$ cat config.mk
export PLATFORM = sky130hd
export DESIGN_NAME = mem_stage
export DESIGN_NICKNAME = d
export VERILOG_FILES = /design/src/rtl/mem_stage.sv
export SDC_FILE = /design/constraint.sdc
export NUM_CORES = 1
export LEC_CHECK = 0
export ABC_CLOCK_PERIOD_IN_PS = 3400
export BUFFER_PORTS_ARGS = -buffer_cell sky130_fd_sc_hd__buf_2
export CORE_ASPECT_RATIO = 0.9
export CORE_MARGIN = 4
export CORE_UTILIZATION = 53
export CTS_BUF_LIST = sky130_fd_sc_hd__clkbuf_16
export DETAILED_ROUTE_END_ITERATION = 12
export GPL_TIMING_DRIVEN = 0
export PLACE_DENSITY_LB_ADDON = 0.25
export REMOVE_ABC_BUFFERS = 1
export SLEW_MARGIN = 40
export SYNTH_ARGS = -nofsm -noshare
export SYNTH_HDL_FRONTEND = slang
export SYNTH_SLANG_ARGS = --single-unit
$ cat constraint.sdc
create_clock -name CLK -period 3.4 [get_ports CLK]
set_input_delay 0.17 -clock CLK [delete_from_list [all_inputs] [get_ports CLK]]
set_output_delay 0.17 -clock CLK [all_outputs]
set_load 0.01 [all_outputs]
$ cat src/rtl/mem_stage.sv
// Memory pipeline stage: ALU pass-through plus load/store transactions on a 64-bit req/ack bus.
// Optional bus timeout is enabled by defining MEM_TIMEOUT_EN.
module mem_stage #(
  parameter int TIMEOUT_CYCLES = 255
) (
  input  logic        CLK,
  input  logic        RST_N,
  input  logic        valid_i,
  input  logic [63:0] alu_res_i,
  input  logic [63:0] store_data_i,
  input  logic [4:0]  rd_i,
  input  logic [2:0]  funct3_i,
  input  logic        write_back_i,
  input  logic        load_flag_i,
  input  logic        mem_en_i,
  output logic        stall_o,
  output logic        mem_req_o,
  output logic        mem_we_o,
  output logic [63:0] mem_addr_o,
  output logic [63:0] mem_wdata_o,
  output logic [7:0]  mem_wstrb_o,
  input  logic        mem_ack_i,
  input  logic [63:0] mem_rdata_i,
  output logic        wb_valid_o,
  output logic        wb_en_o,
  output logic [4:0]  wb_rd_o,
  output logic [63:0] wb_data_o,
  output logic        misalign_o,
  output logic        bus_err_o
);

  typedef enum logic {IDLE, BUS} state_t;

  state_t      state_reg;
  logic [63:0] addr_reg;
  logic [4:0]  rd_reg;
  logic [2:0]  funct3_reg;
  logic        load_reg;
  logic        wb_flag_reg;
  logic        mem_req_reg;
  logic        mem_we_reg;
  logic [63:0] mem_wdata_reg;
  logic [7:0]  mem_wstrb_reg;
  logic        wb_valid_reg;
  logic        wb_en_reg;
  logic [4:0]  wb_rd_reg;
  logic [63:0] wb_data_reg;
  logic        misalign_reg;
  logic        bus_err_reg;

  logic [7:0]  size_mask;
  logic [2:0]  align_mask;
  logic        misaligned;
  logic        issue;
  logic        timeout_hit;
  logic [63:0] lane_data;
  logic [63:0] ld_data_next;
  logic [7:0]  wstrb_next;
  logic [63:0] wdata_next;

  // Byte-enable pattern of the access size, before lane shifting
  genvar gi;
  generate
    for (gi = 0; gi < 8; gi++) begin : g_size_mask
      assign size_mask[gi] = (gi < (1 << funct3_i[1:0]));
    end
  endgenerate

  assign align_mask = {size_mask[4], size_mask[2], size_mask[1]};
  assign misaligned = |(alu_res_i[2:0] & align_mask);
  assign issue      = valid_i && mem_en_i && !misaligned;
  assign wstrb_next = load_flag_i ? 8'h00 : (size_mask << alu_res_i[2:0]);
  assign wdata_next = store_data_i << {alu_res_i[2:0], 3'b000};
  assign lane_data  = mem_rdata_i >> {addr_reg[2:0], 3'b000};

  always_comb begin
    ld_data_next = lane_data;
    case (funct3_reg)
      3'b000:  ld_data_next = {{56{lane_data[7]}},  lane_data[7:0]};
      3'b001:  ld_data_next = {{48{lane_data[15]}}, lane_data[15:0]};
      3'b010:  ld_data_next = {{32{lane_data[31]}}, lane_data[31:0]};
      3'b100:  ld_data_next = {56'd0, lane_data[7:0]};
      3'b101:  ld_data_next = {48'd0, lane_data[15:0]};
      3'b110:  ld_data_next = {32'd0, lane_data[31:0]};
      default: ld_data_next = lane_data;
    endcase
  end

`ifdef MEM_TIMEOUT_EN
  localparam int CNT_W = (TIMEOUT_CYCLES > 255) ? $clog2(TIMEOUT_CYCLES + 1) : 8;
  logic [CNT_W-1:0] wait_cnt_reg;

  assign timeout_hit = !mem_ack_i && (wait_cnt_reg == CNT_W'(TIMEOUT_CYCLES - 1));
  assign bus_err_o   = bus_err_reg;

  always_ff @(posedge CLK or negedge RST_N) begin
    if (!RST_N) begin
      wait_cnt_reg <= '0;
    end else if (state_reg == IDLE) begin
      wait_cnt_reg <= '0;
    end else if (!mem_ack_i) begin
      wait_cnt_reg <= wait_cnt_reg + 1'b1;
    end
  end
`else
  // Never true: without the timeout the bus wait is unbounded
  assign timeout_hit = (TIMEOUT_CYCLES < 0);
  assign bus_err_o   = 1'b0;
`endif

  assign stall_o = (state_reg == IDLE) ? issue : (!mem_ack_i && !timeout_hit);

  always_ff @(posedge CLK or negedge RST_N) begin
    if (!RST_N) begin
      state_reg     <= IDLE;
      addr_reg      <= '0;
      rd_reg        <= '0;
      funct3_reg    <= '0;
      load_reg      <= 1'b0;
      wb_flag_reg   <= 1'b0;
      mem_req_reg   <= 1'b0;
      mem_we_reg    <= 1'b0;
      mem_wdata_reg <= '0;
      mem_wstrb_reg <= '0;
      wb_valid_reg  <= 1'b0;
      wb_en_reg     <= 1'b0;
      wb_rd_reg     <= '0;
      wb_data_reg   <= '0;
      misalign_reg  <= 1'b0;
      bus_err_reg   <= 1'b0;
    end else begin
      wb_valid_reg <= 1'b0;
      wb_en_reg    <= 1'b0;
      misalign_reg <= 1'b0;
      bus_err_reg  <= 1'b0;
      case (state_reg)
        IDLE: begin
          if (valid_i && !mem_en_i) begin
            wb_valid_reg <= 1'b1;
            wb_en_reg    <= write_back_i;
            wb_rd_reg    <= rd_i;
            wb_data_reg  <= alu_res_i;
          end else if (valid_i && misaligned) begin
            wb_valid_reg <= 1'b1;
            wb_rd_reg    <= rd_i;
            wb_data_reg  <= '0;
            misalign_reg <= 1'b1;
          end else if (issue) begin
            state_reg     <= BUS;
            addr_reg      <= alu_res_i;
            rd_reg        <= rd_i;
            funct3_reg    <= funct3_i;
            load_reg      <= load_flag_i;
            wb_flag_reg   <= write_back_i;
            mem_req_reg   <= 1'b1;
            mem_we_reg    <= !load_flag_i;
            mem_wdata_reg <= wdata_next;
            mem_wstrb_reg <= wstrb_next;
          end
        end
        BUS: begin
          if (mem_ack_i) begin
            state_reg     <= IDLE;
            mem_req_reg   <= 1'b0;
            mem_we_reg    <= 1'b0;
            mem_wstrb_reg <= '0;
            wb_valid_reg  <= 1'b1;
            wb_rd_reg     <= rd_reg;
            wb_en_reg     <= load_reg && wb_flag_reg;
            wb_data_reg   <= load_reg ? ld_data_next : 64'd0;
          end else if (timeout_hit) begin
            state_reg     <= IDLE;
            mem_req_reg   <= 1'b0;
            mem_we_reg    <= 1'b0;
            mem_wstrb_reg <= '0;
            wb_valid_reg  <= 1'b1;
            wb_rd_reg     <= rd_reg;
            wb_data_reg   <= '0;
            bus_err_reg   <= 1'b1;
          end
        end
        default: state_reg <= IDLE;
      endcase
    end
  end

  assign mem_req_o   = mem_req_reg;
  assign mem_we_o    = mem_we_reg;
  assign mem_addr_o  = addr_reg;
  assign mem_wdata_o = mem_wdata_reg;
  assign mem_wstrb_o = mem_wstrb_reg;
  assign wb_valid_o  = wb_valid_reg;
  assign wb_en_o     = wb_en_reg;
  assign wb_rd_o     = wb_rd_reg;
  assign wb_data_o   = wb_data_reg;
  assign misalign_o  = misalign_reg;

endmodule
Yosys cells after proc, flatten, opt, wreduce, memory -nomap -nowiden. Index checks and enable logic that the tools add are counted.

$lt $le $gt $ge: 8. Equality and inequality tests: 10. Shift-type cells: 4. Multiplexer cells: 40. Bitwise operators: 4. Reductions and logical operators: 14.

Operators by type and width (number): $pmux 64 s6 (1); $mux 64 (4); $lt 4x32->1 const A (4); $pmux 64 s2 (1); $lt 3x32->1 const A (2); $shl 64x6->64 (1); $shr 64x6->64 (1); $mux 8 (5); $lt 1x32->1 const A (1); $lt 2x32->1 const A (1); $shl 1x2->32 const A (1); $mux 1 (19); $pmux 8 s2 (1); $mux 5 (3); $pmux 1 s2 (5); $pmux 5 s2 (1); $eq 3x3->1 const B (3); $ne 2x2->1 const B (4); $reduce_and 4->1 (2); $shl 8x3->8 (1); $logic_and 1x1->1 (5); $logic_not 1->1 (4); $and 3x3->3 (1); $eq 3x1->1 const B (1); other kinds (6) (8).

Register bits after elaboration: 221. Word-level logic and storage cells: 95.

Logic depth before layout (Yosys ltp). Gate-level depths: netlist of the first run.

Depth after elaboration: 10. Gate-level depth with buffers: 10.

Worst setup path after synthesis of the first run. No wires, ideal clock.

Path type: flip-flop to flip-flop. Start point: register addr_reg[0], in the netlist mem_addr_o[0]. End point: register wb_data_reg[37], in the netlist wb_data_o[37]. Setup time: 0.125 ns. Data arrival time: 2.017 ns. Data required time: 3.275 ns. Setup slack: 1.258 ns. Stages on the path, launching flop included: 9. Buffers on the path: 3. Path through: dfrtp_1 > buf_6 > buf_6 > mux2_4 > or3_4 > and4_4 > o31ai_4 > buf_6 > o21ai_2.

Longest elaborated chain between the ends: 5.

Ends and longest elaborated chain: start: declaration (line 35) `logic [63:0] addr_reg;`; start signal: assignment (line 150) `addr_reg <= alu_res_i;`; $shr 64x6->64 (line 74) `assign lane_data = mem_rdata_i >> {addr_reg[2:0], 3'b000};`; $pmux 64 s6 (line 78) `case (funct3_reg)`; $mux 64 (line 170) `wb_data_reg <= load_reg ? ld_data_next : 64'd0;`; $mux 64 (line 162) `if (mem_ack_i) begin`; $pmux 64 s2 (line 136) `case (state_reg)`; end signal: assignment (line 142) `wb_data_reg <= alu_res_i;`; end signal: assignment (line 170); end: declaration (line 47) `logic [63:0] wb_data_reg;`.

No other way between the ends. The select of a mux whose other input is x is not followed. A chain may end at the register's enable or synchronous reset.

Worst setup path after layout of the first run.
Start point: input funct3_i[0]. End point: register addr_reg[16], in the netlist mem_addr_o[16].

Longest elaborated chain between the ends: 7.

Ends and longest elaborated chain: start: declaration (line 12) `input logic [2:0] funct3_i,`; $shl 1x2->32 (*) (line 65) `assign size_mask[gi] = (gi < (1 << funct3_i[1:0]));`; $lt 2x32->1, or another cell as far along (line 65); $and 3x3->3 (*) (line 70) `assign misaligned = |(alu_res_i[2:0] & align_mask);`; $reduce_or 3->1 (*) (line 70); $logic_not 1->1 or $logic_and 1x1->1 (tied branches) (line 71, 143); $logic_and 1x1->1 or $not 1->1 (tied branches); $reduce_and 4->1 (no source line) (*).

Mark *: on every way between the ends. The rest lies on a longest branch, timed or not.

==> flow_summary_export.csv, run 1 <==
group,metric,value,unit
status,outcome,"complete, no violations",
clock_tree,numCtsBuffers,25,
floorplanning,die_y,154,µm
cells_and_area,final_layout_size_suffix_gt1_share,41.6,%
synth,yosys.area.top_type_share,43.9,%
synth,avgSynthCellArea,10.8,µm²
timing,rsz0062_at_grt,"no",
setup_path,start_kind,"input port",
synth,synth_warnings,0,
timing,hold_violations,0,
floorplanning,rows,53,
synth,netlist-cell-type-count,59,
routing,drc_errors,0,
timing,clock-skew-final,0.0130,ns
clock_tree,clkTransAtPathRegs,0.06,ns
floorplanning,die-area,26300,µm²
pwr,peakVddDrop,477,µV
routing,vias,12066,
setup_path,cp_slowest_cell,"dlygate4sd3_1",
grt,use_met3,7.26,%
routing,routed_via_density,6.17,
synth,synthTopCellsByArea,"dfrtp_1, mux4_2, mux2_2",
setup_path,max_stage_delay,0.54,ns
grt,gr-usage-met1,43.2,%
pwr,powerDensity,594,nW/µm²
job,drv_cap,0,
routing,routed_wl,44400,µm
synth,yosysTopAreaCell,"dfrtp_1",
setup_path,r2r_cells,7,
min_path,min_path_type,"input port to flop",
grt,antenna_found_initial,14,
setup_path,crit_required,3.80,ns
setup_path,crit_chain,"dlygate4sd3_1, buf_2, a21oi_1, o211ai_1, buf_4, buf_4, buf_2, buf_4, buf_2, buf_2, buf_4, buf_2, buf_2, mux2_2",
synth,synthArstFlopShare,100,%
timing,max_freq,0.316,GHz
timing,min_period,3.17,ns
grt,use_met2,51.2,%
cells_and_area,num-fill-cells,1722,
setup_path,criticalPathCategory,"input port to flop",
synth,synth_edf_count,0,
cells_and_area,layout_commonest_cell,"buf_2",
placement,portBuffers,417,
synth,syn-cell-area,12600,µm²
synth,seq_area_frac_synth,43.9,%
clock_tree,h-tree-depth,1,
timing,final_max_slew_viol_count,0,
min_path,hold_end,"misalign_o$_DFF_PN0_",
timing,worst_pin_slew,0.824,ns
setup_path,crit_arrival,3.57,ns
setup_path,path_common_cell,"buf_2",
setup_path,reg2reg_slack,0.31,ns
grt,busiest_layer,"met2",
placement,dpl.cell_count,1812,
grt,globalRouteOverflowTotal,0,
clock_tree,cts_root_buf,"clkbuf_16",
grt,grt_max_degree,74,
cells_and_area,multiInputGateArea,6540,µm²
routing,drt_iter0_markers,1192,
synth,yosys_most_used_dff,"dfrtp_1",
grt,grt_use_total,32.5,%
cells_and_area,final_cell_mix,"buf_2, dfrtp_1, nand2_1",
clock_tree,cts.path.max_buffers,3,
floorplanning,ios,419,
timing,setup_total_negative_slack,0,ns
synth,synth_seq_cells,221,
cells_and_area,nets,1830,
setup_path,worstSetupEndpointType,"flop",
placement,place.gp.congestion,0.901,
synth,synthCells,1166,
floorplanning,core-area,23400,µm²
floorplanning,initial_core_util,53.9,%
clock_tree,insertion_delay,0.52,ns
min_path,min_from,"valid_i",
pwr,finalPower,9.95,mW
timing,slew_headroom,45.0,%
clock_tree,cts_tree,"yes",
setup_path,r2r-start,"mem_addr_o[1]$_DFFE_PN0P_",
setup_path,reg2reg_to,"wb_data_o[60]$_DFFE_PN0P_",
placement,hpwlAfterDp,31200,µm
grt,grt_pass1_wl,68500,µm
clock_tree,numClockSinks,221,
cells_and_area,area_growth,32.9,%
floorplanning,chipWidth,171,µm
timing,min_period_over_period,93.2,%
cells_and_area,instances_no_fill,1956,
setup_path,crit_path_max_fanout,17,
grt,grt_pass1_vias,12204,
routing,dr.pass1.iters,6,
timing,setup_viol,0,
cells_and_area,register_area,5540,µm²
min_path,holdPathStages,4,
routing,routedWlPerCell,22.7,µm
pwr,p_leak,7.88,nW
routing,postRouteAntennaNets,0,
[worst max-delay path by stage]
stage / startpoint / to / slack [ns] / depth (start not counted)
2_1_floorplan: funct3_i[0] / stall_o / -5.92 / 3
3_3_place_gp: alu_res_i[0] / mem_wdata_o[45]$_DFFE_PN0P_ / -10.96 / 4
3_5_place_dp: alu_res_i[0] / mem_addr_o[21]$_DFFE_PN0P_ / -0.58 / 15
4_1_cts: state_reg$_DFF_PN0_ / mem_addr_o[16]$_DFFE_PN0P_ / 0.17 / 13
5_1_grt: funct3_i[0] / mem_addr_o[16]$_DFFE_PN0P_ / 0.07 / 14
6_report: funct3_i[0] / mem_addr_o[16]$_DFFE_PN0P_ / 0.23 / 14
[cells by family after synthesis]
group	share of synthesized area (%)
other	0.0297
AOI/OAI and AO/OA	19.6
and+or+nand+nor	9.37
buffers and inverters	4.55
muxes	22.6
DFF	43.9
[cell usage after synthesis (all sizes together) (3+ instances only)]
cell type / count
a211oi: 43
buf: 55
o21a: 10
a221o: 24
inv: 9
nor2: 80
a21oi: 51
o21ai: 72
o21bai: 7
nor3: 6
nand4: 3
a221oi: 13
nand2b: 11
a22o: 21
mux2i: 56
o41ai: 8
o2bb2ai: 7
a2111oi: 9
mux2: 99
o31ai: 18
dfrtp: 221
nor2b: 14
and2: 11
or3: 3
clkbuf: 59
a2bb2oi: 8
a31oi: 18
a22oi: 25
mux4: 52
nand2: 129
[where the power goes]
part	switching, mW	internal [mW]	leakage [nW]
Combinational	1.86	1.60	4.68
Clock	1.12	1.71	0.429
Sequential	0.434	3.22	2.77
Total	3.42	6.53	7.88
[metrics by stage]
stage | hold WS (ns) | cell area [µm²] | utilization [%] | worst slack (ns)
after floorplan | -0.126 | 12100 | - | -5.92
after global placement | 0.399 | 14500 | 62.1 | -10.96
after detailed placement | 0.0154 | 15000 | 64.1 | -0.578
after CTS | 0.00563 | 16700 | 71.5 | 0.174
after global routing | 0.0412 | 16800 | 71.6 | 0.0701
final | 0.0277 | 16800 | 71.6 | 0.231
[repair_timing]
action | 4_1_cts | 5_1_grt
hold endpoints to repair | 293 | 0
hold buffers | 86 | 0
endpoints found under the setup margin | 6 | 6
pin swaps | 1 | 0
setup buffers | 1 | 0
resized for setup | 0 | 1
[worst max-delay path: cells and delay by family]
family	cells	cell delay, ns
compound gates	2	0.45
mux	1	0.36
buf+inv	11	2.57
[per-layer routing]
| metal | part of all wire [%] | vias up | wire (µm) |
|---|---|---|---|
| li1 | - | 5333 | - |
| met2 | 47 | 671 | 21000 |
| met4 | 5.1 | 4 | 2280 |
| met3 | 8.7 | 142 | 3890 |
| met1 | 39 | 5916 | 17300 |
| met5 | 0.070 | - | 31 |
[cell type report]
cell class	count	share of cell area (%)
antenna	13	0.194
clock buffer	25	3.73
sequential	221	33.1
inverter	11	0.261
clock inverter	20	1.31
multi-input combinational	820	39.0
timing repair buffer	544	20.2
tap	302	2.25
Power figures use the tool's default switching activity.
==> run 2: changes to the inputs <==
- ABC_CLOCK_PERIOD_IN_PS: 3400 -> 3500
- CORE_UTILIZATION: 53 -> 52
- clock period: 3.4 -> 3.5 ns (I/O delays scaled with it)
==> run 2 against run 1 <==
Hold slack worse by 0.0048 ns. Via count fell by 1.4%. Utilization is 0.82 points lower. Wire length shrank 0.29%. Critical endpoint is now mem_addr_o[57]$_DFFE_PN0P_. Largest power group unchanged. Highest routed layer unchanged.
==> flow_summary_export.csv, run 2 (synthesis results as in run 1) <==
group,metric,value,unit
routing,wl_met3,3720,µm
routing,postRouteAntennaNets,0,
cells_and_area,layout_commonest_cell,"buf_2",
routing,vias,11896,
clock_tree,h-tree-depth,1,
timing,min_period,3.33,ns
setup_path,startpoint,"alu_res_i[2]",
placement,hpwlAfterDp,31100,µm
pwr,powerDensity,567,nW/µm²
grt,grt_pass1_wl,67800,µm
clock_tree,cts_root_buf,"clkbuf_16",
floorplanning,die-area,26800,µm²
placement,dpl.cell_count,1814,
clock_tree,numClockSinks,221,
routing,top_layer,"met5",
cells_and_area,register_area,5540,µm²
placement,place.gp.congestion,0.880,
timing,slew_headroom,46.4,%
floorplanning,core-area,23600,µm²
setup_path,crit_path_max_fanout,50,
cells_and_area,multiInputGateArea,6540,µm²
timing,rsz0062_at_grt,"no",
routing,drc_errors,0,
setup_path,criticalPathCategory,"input port to flop",
min_path,min_path_type,"input port to flop",
floorplanning,chipWidth,172,µm
grt,grt_use_total,31.8,%
clock_tree,cts_tree,"yes",
clock_tree,insertion_delay,0.51,ns
job,drv_cap,0,
timing,worst_pin_slew,0.800,ns
cells_and_area,nets,1829,
min_path,min_from,"valid_i",
cells_and_area,final_cell_area,16700,µm²
setup_path,reg2reg_slack,0.21,ns
timing,setup_viol,0,
routing,routed_wl,44300,µm
routing,met1_length,17700,µm
timing,hold_violations,0,
cells_and_area,instances_no_fill,1950,
placement,placed_area,15000,µm²
routing,routed_via_density,6.10,
timing,clock-skew-final,0.0104,ns
grt,grt_pass1_vias,11999,
placement,portBuffers,417,
floorplanning,ios,419,
clock_tree,post-cts-setup-buffer-count,0,
setup_path,crit_arrival,3.72,ns
routing,dr.pass1.iters,7,
timing,max_freq,0.301,GHz
setup_path,worstSetupEndpointType,"flop",
cells_and_area,num-fill-cells,1757,
pwr,peakVddDrop,433,µV
cells_and_area,final_cell_mix,"buf_2, dfrtp_1, nand2_1",
clock_tree,cts.path.max_buffers,3,
floorplanning,initial_core_util,53.4,%
setup_path,r2r-start,"state_reg$_DFF_PN0_",
routing,wl_met2,21200,µm
cells_and_area,area_growth,32.5,%
grt,globalRouteOverflowTotal,0,
routing,routedWlPerCell,22.7,µm
clock_tree,numCtsBuffers,24,
floorplanning,rows,53,
timing,min_period_over_period,95.0,%
clock_tree,clkTransAtPathRegs,0.06,ns
grt,grt_max_degree,74,
setup_path,start_kind,"input port",
status,outcome,"complete, no violations",
routing,drt_iter0_markers,1001,
floorplanning,die_y,156,µm
pwr,p_leak,7.86,nW
timing,final_max_slew_viol_count,0,
setup_path,crit_required,3.89,ns
grt,antenna_found_initial,8,
cells_and_area,final_layout_size_suffix_gt1_share,41.8,%
run 2: stage by stage:
stage	hold slack, ns	worst slack [ns]	TNS (ns)	total power [mW]	utilization, %
3_5_place_dp	0.0120	-0.319	-4.38	6.81	63.7
6_report	0.0229	0.174	0	9.47	70.8
2_1_floorplan	-0.121	-5.83	-798.60	5.43	-
3_3_place_gp	0.408	-10.58	-2068.80	6.74	61.6
5_1_grt	0.0236	0.0223	0	9.96	70.8
4_1_cts	0.00491	0.125	0	9.47	70.5
run 2: worst paths after layout:
| kind | endpoint | cells past startpoint |
|---|---|---|
| min | misalign_o$_DFF_PN0_ | 4 |
| max in group asynchronous | mem_addr_o[0]$_DFFE_PN0P_ | 4 |
| min reg2reg | mem_wdata_o[29]$_DFFE_PN0P_ | 2 |
| max | mem_addr_o[57]$_DFFE_PN0P_ | 13 |
| max reg2reg | mem_addr_o[57]$_DFFE_PN0P_ | 12 |
| min in group asynchronous | wb_data_o[41]$_DFFE_PN0P_ | 2 |
run 2: power by group:
group	internal, mW	switching, mW	total (mW)
Sequential	3.13	0.462	3.59
Combinational	1.55	1.77	3.32
Clock	1.51	1.05	2.56
run 2: metal layers:
layer | global-route usage, % | up-vias
li1 | - | 5323
met1 | 42.6 | 5841
met2 | 51.6 | 629
met3 | 6.97 | 101
met4 | 11.4 | 2
met5 | 0 | -
run 2: critical path, cell delays in order:
cell      delay (ns)
buf_4           0.46
a211oi_1        0.23
o211ai_1        0.40
buf_2           0.26
buf_4           0.18
buf_2           0.19
buf_2           0.22
buf_2           0.23
buf_2           0.24
buf_2           0.24
buf_2           0.23
buf_2           0.22
mux2_2          0.36
run 2: layout make-up:
type                       instances  area share (%)
antenna                            8           0.120
clock buffer                      25            3.74
clock inverter                    19           0.981
inverter                          11           0.262
multi-input combinational        820            39.2
sequential                       221            33.2
tap                              302            2.26
timing repair buffer             544            20.3
run 2: what timing repair did:
action                                  CTS  global route
hold buffers                             82             0
endpoints found under the setup margin    0            19
endpoints found under the hold margin   284             0
resized for setup                         0             5
